<file path="src/rtl/fme_candidate_sequencer_if.sv">
// Candidate-select handshake between the FME candidate sequencer and the
// candidate mux / cost datapath.
`timescale 1ns/1ps
interface fme_candidate_sequencer_if #(
    parameter int COSTWIDTH = 16
);
    logic [2:0]           select;
    logic                 sel_valid;
    logic                 sel_ready;
    logic [COSTWIDTH-1:0] cost_in;
    logic                 cost_valid;

    modport master (
        output select,
        output sel_valid,
        input  sel_ready,
        input  cost_in,
        input  cost_valid
    );

    modport slave (
        input  select,
        input  sel_valid,
        output sel_ready,
        output cost_in,
        output cost_valid
    );
endinterface

</file>
<file path="src/rtl/fme_candidate_sequencer.sv">
// Steps the FME candidate mux through the enabled candidate codes, collects one
// cost per code and reports the lowest-cost code (ties keep the lower code).
`timescale 1ns/1ps
module fme_candidate_sequencer #(
    parameter int COSTWIDTH = 16,
    parameter int NUM_CAND  = 6
) (
    input  logic                 clk,
    input  logic                 rst,
    input  logic                 start,
    input  logic [NUM_CAND-1:0]  cand_mask,
    output logic                 busy,
    output logic                 done,
    output logic                 best_valid,
    output logic [2:0]           best_select,
    output logic [COSTWIDTH-1:0] best_cost,
    fme_candidate_sequencer_if.master cand
);

    typedef enum logic [2:0] {
        IDLE      = 3'd0,
        SCAN      = 3'd1,
        ISSUE     = 3'd2,
        WAIT_COST = 3'd3,
        DONE      = 3'd4
    } state_t;

    localparam logic [2:0] SEL_IDLE = 3'b110;
    localparam logic [2:0] LAST_K   = 3'(NUM_CAND - 1);

    state_t              state_r;
    logic [2:0]          k_r;
    logic [NUM_CAND-1:0] mask_r;
    logic [3:0]          scan_s;

    // Returns {found, code} for the lowest enabled code at or above 'from'.
    function automatic logic [3:0] next_cand(input logic [NUM_CAND-1:0] mask,
                                             input logic [2:0] from);
        logic [3:0] res;
        res = 4'b0000;
        for (int i = NUM_CAND - 1; i >= 0; i--) begin
            if (mask[i] && (3'(i) >= from)) begin
                res = {1'b1, 3'(i)};
            end
        end
        return res;
    endfunction

    // Next enabled candidate seen from the current scan index.
    always_comb begin
        scan_s = next_cand(mask_r, k_r);
    end

    // Sequencer FSM with all outputs registered.
    always_ff @(posedge clk) begin
        if (rst) begin
            state_r        <= IDLE;
            k_r            <= 3'd0;
            mask_r         <= {NUM_CAND{1'b0}};
            busy           <= 1'b0;
            done           <= 1'b0;
            best_valid     <= 1'b0;
            best_select    <= 3'd0;
            best_cost      <= {COSTWIDTH{1'b1}};
            cand.select    <= SEL_IDLE;
            cand.sel_valid <= 1'b0;
        end else begin
            case (state_r)
                IDLE: begin
                    done <= 1'b0;
                    if (start) begin
                        mask_r      <= cand_mask;
                        best_valid  <= 1'b0;
                        best_select <= 3'd0;
                        best_cost   <= {COSTWIDTH{1'b1}};
                        k_r         <= 3'd0;
                        busy        <= 1'b1;
                        state_r     <= SCAN;
                    end
                end
                SCAN: begin
                    if (scan_s[3]) begin
                        k_r            <= scan_s[2:0];
                        cand.select    <= scan_s[2:0];
                        cand.sel_valid <= 1'b1;
                        state_r        <= ISSUE;
                    end else begin
                        done    <= 1'b1;
                        state_r <= DONE;
                    end
                end
                ISSUE: begin
                    if (cand.sel_ready) begin
                        cand.sel_valid <= 1'b0;
                        state_r        <= WAIT_COST;
                    end
                end
                WAIT_COST: begin
                    if (cand.cost_valid) begin
                        // Strict compare: an equal cost never displaces the earlier code.
                        if (!best_valid || (cand.cost_in < best_cost)) begin
                            best_cost   <= cand.cost_in;
                            best_select <= k_r;
                            best_valid  <= 1'b1;
                        end
                        cand.select <= SEL_IDLE;
                        if (k_r == LAST_K) begin
                            done    <= 1'b1;
                            state_r <= DONE;
                        end else begin
                            k_r     <= k_r + 3'd1;
                            state_r <= SCAN;
                        end
                    end
                end
                DONE: begin
                    done    <= 1'b0;
                    busy    <= 1'b0;
                    state_r <= IDLE;
                end
                default: begin
                    state_r        <= IDLE;
                    busy           <= 1'b0;
                    done           <= 1'b0;
                    cand.select    <= SEL_IDLE;
                    cand.sel_valid <= 1'b0;
                end
            endcase
        end
    end

endmodule

</file>
<file path="src/flat_wrapper.sv">
// flat-port wrapper written by rule: the top's interface ports become plain ports
module fme_candidate_sequencer_flat 
#(
    parameter int COSTWIDTH = 16,
    parameter int NUM_CAND  = 6
)
  (clk, rst, start, cand_mask, busy, done, best_valid, best_select, best_cost, cand_select, cand_sel_valid, cand_sel_ready, cand_cost_in, cand_cost_valid);
  fme_candidate_sequencer_if #(.COSTWIDTH(COSTWIDTH)) cand_i ();
  input  logic clk;
  input  logic rst;
  input  logic start;
  input  logic [NUM_CAND-1:0] cand_mask;
  output logic busy;
  output logic done;
  output logic best_valid;
  output logic [2:0] best_select;
  output logic [COSTWIDTH-1:0] best_cost;
  output wire logic [$bits(cand_i.select)-1:0] cand_select;
  output wire logic [$bits(cand_i.sel_valid)-1:0] cand_sel_valid;
  input wire logic [$bits(cand_i.sel_ready)-1:0] cand_sel_ready;
  input wire logic [$bits(cand_i.cost_in)-1:0] cand_cost_in;
  input wire logic [$bits(cand_i.cost_valid)-1:0] cand_cost_valid;
  assign cand_select = cand_i.select;
  assign cand_sel_valid = cand_i.sel_valid;
  assign cand_i.sel_ready = cand_sel_ready;
  assign cand_i.cost_in = cand_cost_in;
  assign cand_i.cost_valid = cand_cost_valid;
  fme_candidate_sequencer #(.COSTWIDTH(COSTWIDTH), .NUM_CAND(NUM_CAND)) u_core (.clk(clk), .rst(rst), .start(start), .cand_mask(cand_mask), .busy(busy), .done(done), .best_valid(best_valid), .best_select(best_select), .best_cost(best_cost), .cand(cand_i));
endmodule
</file>
<file path="config.mk">
export PLATFORM = sky130hd
export DESIGN_NAME = fme_candidate_sequencer_flat
export DESIGN_NICKNAME = d
export VERILOG_FILES = /design/src/rtl/fme_candidate_sequencer_if.sv /design/src/rtl/fme_candidate_sequencer.sv /design/src/flat_wrapper.sv
export SDC_FILE = /design/constraint.sdc
export NUM_CORES = 1
export LEC_CHECK = 0
export CORE_MARGIN = 10
export CORE_UTILIZATION = 45
export CTS_CLUSTER_DIAMETER = 30
export DETAILED_ROUTE_END_ITERATION = 6
export MAX_ROUTING_LAYER = met4
export PLACE_DENSITY = 0.76
export SYNTH_ARGS = -nofsm -noshare
export SYNTH_HDL_FRONTEND = slang
export SYNTH_SLANG_ARGS = --single-unit
</file>
<file path="constraint.sdc">
create_clock -name clk -period 2.3 [get_ports clk]
set_clock_uncertainty 0.05 [all_clocks]
set_input_delay 0.46 -clock clk [delete_from_list [all_inputs] [get_ports clk]]
set_output_delay 0.46 -clock clk [all_outputs]
set_load 0.005 [all_outputs]
</file>
==> After elaboration in Yosys (flattened, before gate mapping) <==
Cells that the tools add are included.
{ "op_classes": {"add_sub_neg": 1, "n_lt_le_gt_ge": 7, "n_eq_ne": 13, "muxes": 39, "bitwise_logic": 4, "n_reduce_logical": 22} }
{ "op_table": {"columns": ["operator", "n"], "rows": [
  ["16-bit 2-to-1 mux", 3],
  ["3-bit 2-to-1 mux", 12],
  ["16-bit one-hot mux with 2 select lines", 1],
  ["4-bit 2-to-1 mux", 6],
  ["3-bit one-hot mux with 3 select lines", 2],
  ["16-bit less-than comparator", 1],
  ["3-bit one-hot mux with 4 select lines", 1],
  ["2-bit inequality test (second input constant)", 5],
  ["1-bit 2-to-1 mux", 9],
  ["3-bit AND reduction", 3],
  ["3-bit OR reduction", 3],
  ["4-bit AND reduction", 2],
  ["3-bit by 2-bit equality test with 1-bit output (second input constant)", 2],
  ["3-bit equality test (second input constant)", 2],
  ["1-bit by 3-bit >= comparator with 1-bit output (first input constant)", 2],
  ["2-bit by 3-bit >= comparator with 1-bit output (first input constant)", 2],
  ["3-bit >= comparator (first input constant)", 2],
  ["1-bit logical AND", 6],
  ["2-bit by 1-bit inequality test with 1-bit output (second input constant)", 3],
  ["1-bit one-hot mux with 3 select lines", 2],
  ["3-bit one-hot mux with 2 select lines", 1],
  ["5-bit AND reduction", 1],
  ["1-bit NOT", 4],
  ["1-bit one-hot mux with 2 select lines", 2],
  ["other kinds (8)", 9]
]} }
{ "totals": {"regBits": 38, "out_inout_bits": 26} }

==> Longest topological paths before layout <==
{ "logic_depth": {"word_depth": 10, "ltp_mapped": 10} }

==> Least setup slack after synthesis <==
Ideal clock, no wire load.
{ "synth_path": {"path_type": "input -> register", "start": "input cand_cost_in[14]", "end": "register u_core.best_cost[10]", "setup_time_ps": 120, "arrival_time_ps": 2104, "path_slack_ps": 26, "cell_stages": 9, "n_path_buf": 2, "path_cell_list": "ha_1 a21oi_1 nand2_1 a211o_1 o41a_1 or2_1 buf_2 buf_6 mux2i_1"} }
{ "synth_between": {"elab_chain_len": 4} }
{ "synth_rtl": {"columns": ["item", "line_no", "text"], "rows": [
  ["start, declared", "flat_wrapper.sv:21", "input wire logic [$bits(cand_i.cost_in)-1:0] cand_cost_in;"],
  ["16-bit less-than comparator", "fme_candidate_sequencer.sv:101", "if (!best_valid || (cand.cost_in < best_cost)) begin"],
  ["1-bit logical OR", "fme_candidate_sequencer.sv:101", null],
  ["2-bit by 1-bit inequality test with 1-bit output (no source line)", null, null],
  ["4-bit AND reduction (no source line)", null, null],
  ["end signal, assigned", "fme_candidate_sequencer.sv:64", "best_cost <= {COSTWIDTH{1'b1}};"],
  ["end signal, assigned", "fme_candidate_sequencer.sv:75", "best_cost <= {COSTWIDTH{1'b1}};"],
  ["end signal, assigned", "fme_candidate_sequencer.sv:102", "best_cost <= cand.cost_in;"],
  ["end, declared", "fme_candidate_sequencer.sv:16", "output logic [COSTWIDTH-1:0] best_cost,"]
]} }
Every way passes these cells.
A chain may end at the register's enable or synchronous reset.

==> Worst setup path after layout <==
{ "layout_path": {"start": "input cand_cost_in[2]", "end": "register u_core.best_cost[15]"} }
The elaborated chain is that of the path after synthesis.

==> results summary <==
The count of port buffers added during placement came out at 52. For this design, the CTS-stage hold fixing added 0 buffers. The number of antenna diodes in the final layout is 0. The library cells used most frequently in the layout, excluding fill and tap cells, are 62 x sky130_fd_sc_hd__nor2_1, 40 x sky130_fd_sc_hd__clkdlybuf4s50_1, 32 x sky130_fd_sc_hd__dfxtp_1. For this block, the routed nets add up to between 6000 and 7000 microns of wire. In this run the critical register-to-register path is launched from u_core.best_cost[11]. Of all nets on the critical path, the largest fanout is 8. The tree is rooted in a sky130_fd_sc_hd__clkbuf_8.

The first global-routing pass estimated slightly above 10000 microns of wire. The effective utilization at floorplan came out at 0.474. The leakage dissipation came out at ~1.4 nW. The relative slew slack came out at 0.591. The final number of hold-violating endpoints is 0. The library cell used most frequently in the layout, excluding fill and tap cells, is sky130_fd_sc_hd__nor2_1. The fraction of layout instances using a drive strength above 1 came out at 0.183. The CTS tree is yes. The region available for standard cell placement spans roughly 4800 sq um. The number of DRC violations after detailed-routing iteration 0 came out at between 100 and 150. The die covers 8320 sq um. The met3 wire length is 296 microns. The total area of sequential cells is a little under 800 sq um. The non-filler instance count after layout is about 410. The checks that failed: setup timing. Entering global routing, the biggest net connects 40 pins. The startpoint type of the worst setup path is an input pin.

The synthesis warning total came out at 0. The minimum setup slack in the final design is -36.4 ps. The clock latency on the worst-skew pair came out at between 200 and 300 ps. The floorplan has 25 rows.

The logic depth of the worst register-to-register path came out at 9. The number of flops mapped to enable cells by yosys is 0. The average footprint of a synthesized cell came out at 8.18 sq um. The maximum clock path buffer count came out at 2.

Across every metal layer, demand over resource in global routing totals 0.149. The pin slew with the least headroom to its limit is 614 ps. The signal on the critical path passes through clkdlybuf4s50_1 > ha_1 > nor3_4 > a221oi_4 > o41a_1 > or2_4 > buf_12 > mux2i_2. The power per cell area is ~600 nW/um^2. The number of nets with antenna violations after routing came out at 0. In the final routed layout, each cell accounts on average for 15.1 microns. The max-slew violation count was 0. The number of cells in the design after placement is slightly above 400. The worst hold path endpoint is u_core.best_select[2]. The final-layout worst hold slack is 432 ps. The last weighted congestion value of the routability-driven placer is roughly 0.9. Detailed routing placed a total of 3010 microns of wire on met2. The flow ran to the end, but the final reports show violations. The time the final worst path needs with I/O delays and setup is 2340 ps. The depth of the CTS H-tree came out at 2.

The area of the mapped netlist came out at between 2000 and 2500 sq um. Of the synthesized area, sequential elements account for 0.333. The slack of the worst reg-to-reg path came out at about 10 ps. Among all flip-flop cells after synthesis, the most frequent one is sky130_fd_sc_hd__dfxtp_1.

The critical path arrival came out at between 2000 and 2500 ps. The height of the die came out at between 90 and 100 microns. The count of different cell masters after synthesis is 44.

STA puts the critical path data required time at 2420 ps. The endpoint class of the critical path is a flip-flop. The total clock sinks came out at 38. After detailed routing, the number of remaining DRC violations is 0. The upper clock frequency limit came out at between 400 and 500 MHz. The total area of multi-input combinational cells came out at 1520 sq um.

The half-perimeter wire length after detailed placement came out at between 4000 and 5000 microns. The number of nets produced by synthesis came out at around 320. The layout-stage area growth over the synthesis result is 41.2%. The TritonCTS buffer count is 5. For this run, the slowest stage of the critical path takes ~440 ps. The worst-case vdd ir drop is between 0.3 and 0.4 mV. The total of flip-flops plus latches after synthesis came out at 38.

The final layout net count came out at around 400. Across the run, the number of max-cap violations was 0. The startpoint identified for the worst hold timing path is u_core.best_select[2]. The count of TritonRoute iterations in the first routing pass came out at 5. In this run the top signal layer used is met4. The number of standard cells after synthesis came out at roughly 280.

Of the available clock period, the critical path in the final layout requires 1.02. The tightest min-delay check is of the reg2reg type. The number of antenna violations at the first check in global routing is 0.

The final setup TNS came out at -51.2 ps. The post-synthesis async set-or-reset flop share came out at 0. The cell depth of the worst min-delay path came out at 2.

The per-cell via count in the routed design came out at around 5.3. The routed layout has around 2200 vias. For this design the top-level I/O count stands at 53.

In this run the critical register-to-register path is captured at u_core.best_cost[15]. The die span in x is 91.2 microns. Setup violations remaining at the end of the flow were counted as 4. The number of global-route vias before repair is ~2100.

The post-CTS clock slew at the launch and capture registers of the worst setup and hold paths is 70 ps. By startpoint and endpoint, the worst setup path is classified as in2reg. Setup repair after global routing could not meet its margin everywhere. The slowest cell on the critical path is sky130_fd_sc_hd__clkdlybuf4s50_1. Global routing finished with a remaining overflow of 0. The count of fill cells added during filler insertion is roughly 420. The met1 layer wirelength in the final routing came out at between 2000 and 3000 microns.
Yosys cell counts, types with 3 or more instances:
cell type / n / area (sq um)
sky130_fd_sc_hd__nor2_1: 62 / 233
sky130_fd_sc_hd__dfxtp_1: 38 / 761
sky130_fd_sc_hd__inv_1: 24 / 90.1
sky130_fd_sc_hd__mux2i_1: 23 / 230
sky130_fd_sc_hd__ha_1: 18 / 225
sky130_fd_sc_hd__a21oi_1: 14 / 70.1
sky130_fd_sc_hd__o21ai_0: 11 / 55.1
sky130_fd_sc_hd__clkbuf_1: 10 / 37.5
sky130_fd_sc_hd__nand2_1: 9 / 33.8
sky130_fd_sc_hd__nor2b_1: 6 / 37.5
sky130_fd_sc_hd__nand2b_1: 5 / 31.3
sky130_fd_sc_hd__nand3_1: 5 / 25.0
sky130_fd_sc_hd__nor3_1: 5 / 25.0
sky130_fd_sc_hd__a211oi_1: 4 / 30.0
sky130_fd_sc_hd__buf_6: 3 / 33.8
sky130_fd_sc_hd__nand4_1: 3 / 18.8
sky130_fd_sc_hd__nor3b_1: 3 / 22.5
what timing repair did:
| action | in CTS | in global routing |
|---|---|---|
| setup buffers | 1 | 0 |
| gates cloned | 1 | 0 |
| endpoints found under the hold margin | 0 | 0 |
| gates resized for setup | 25 | 26 |
| setup endpoints to repair | 20 | 20 |
| pin swaps | 15 | 6 |
worst max-delay path, delay by kind of cell:
family / cells / cell delay (ps)
buf+inv: 2 / 600
simple gates: 2 / 490
compound gates: 2 / 480
fa+ha+maj: 1 / 270
mux: 1 / 150
sequential cells by signal (all words and copies together), names as in the netlist:
signal and count:
u_core.done 1, u_core.mask_r 6, u_core.best_select 3, u_core.best_valid 1, u_core.state_r 3, u_core.cand.select 3
u_core.cand.sel_valid 1, u_core.busy 1, u_core.best_cost 16, u_core.k_r 3
per-stage QoR:
step / power, mW / instance area (sq um) / util / worst slack [ps]
finish: 1.93 / 3220 / 0.669 / -36.4
CTS: 1.92 / 3160 / 0.656 / 15.2
detailed placement: 1.44 / 2970 / 0.616 / -613
global route: 2.04 / 3220 / 0.669 / -106
floorplan: 1.21 / 2280 / - / 26.3
global placement: 1.43 / 2970 / 0.616 / -564
where the power goes:
group	internal [mW]	leakage [nW]	switching [mW]	total (mW)
clock	0.209	0.0383	0.226	0.435
sequential	0.705	0.306	0.0391	0.744
combinational	0.369	1.09	0.377	0.746
total	1.28	1.43	0.642	1.93
routing by layer:
metal  vias up  track usage
met4         0       0.0509
li1       1099            -
met3         4       0.0362
met1      1015        0.181
met5         -            -
met2        66        0.236
logic make-up after synthesis:
group | Yosys count | share of synthesized area
AND/OR/NAND/NOR | 105 | 0.211
multiplexers | 23 | 0.101
flip-flops | 38 | 0.333
buffers and inverters | 38 | 0.0729
adder cells (fa/ha/maj) | 18 | 0.0987
AO/OA/AOI/OAI | 57 | 0.183
area by class of cell:
cell class	count	share of cell area
repair buffers	73	0.213
clock buffers	7	0.0237
flip-flops and latches	38	0.238
multi-input cells	203	0.471
inverters	24	0.0280
well taps	67	0.0260
how the worst max path moves through the flow:
stage	start	endpoint	slack (ps)	cells after the start
after floorplan	cand_cost_in[14]	u_core.best_cost[10]	30	9
after global placement	cand_cost_in[15]	u_core.best_cost[9]	-560	9
after detailed placement	cand_cost_in[15]	u_core.best_cost[7]	-610	9
after CTS	cand_cost_in[14]	u_core.best_cost[15]	20	9
after global routing	u_core.best_cost[15]	u_core.best_cost[15]	-110	9
final	cand_cost_in[2]	u_core.best_cost[15]	-40	8
(Power assumes the default switching activity.)
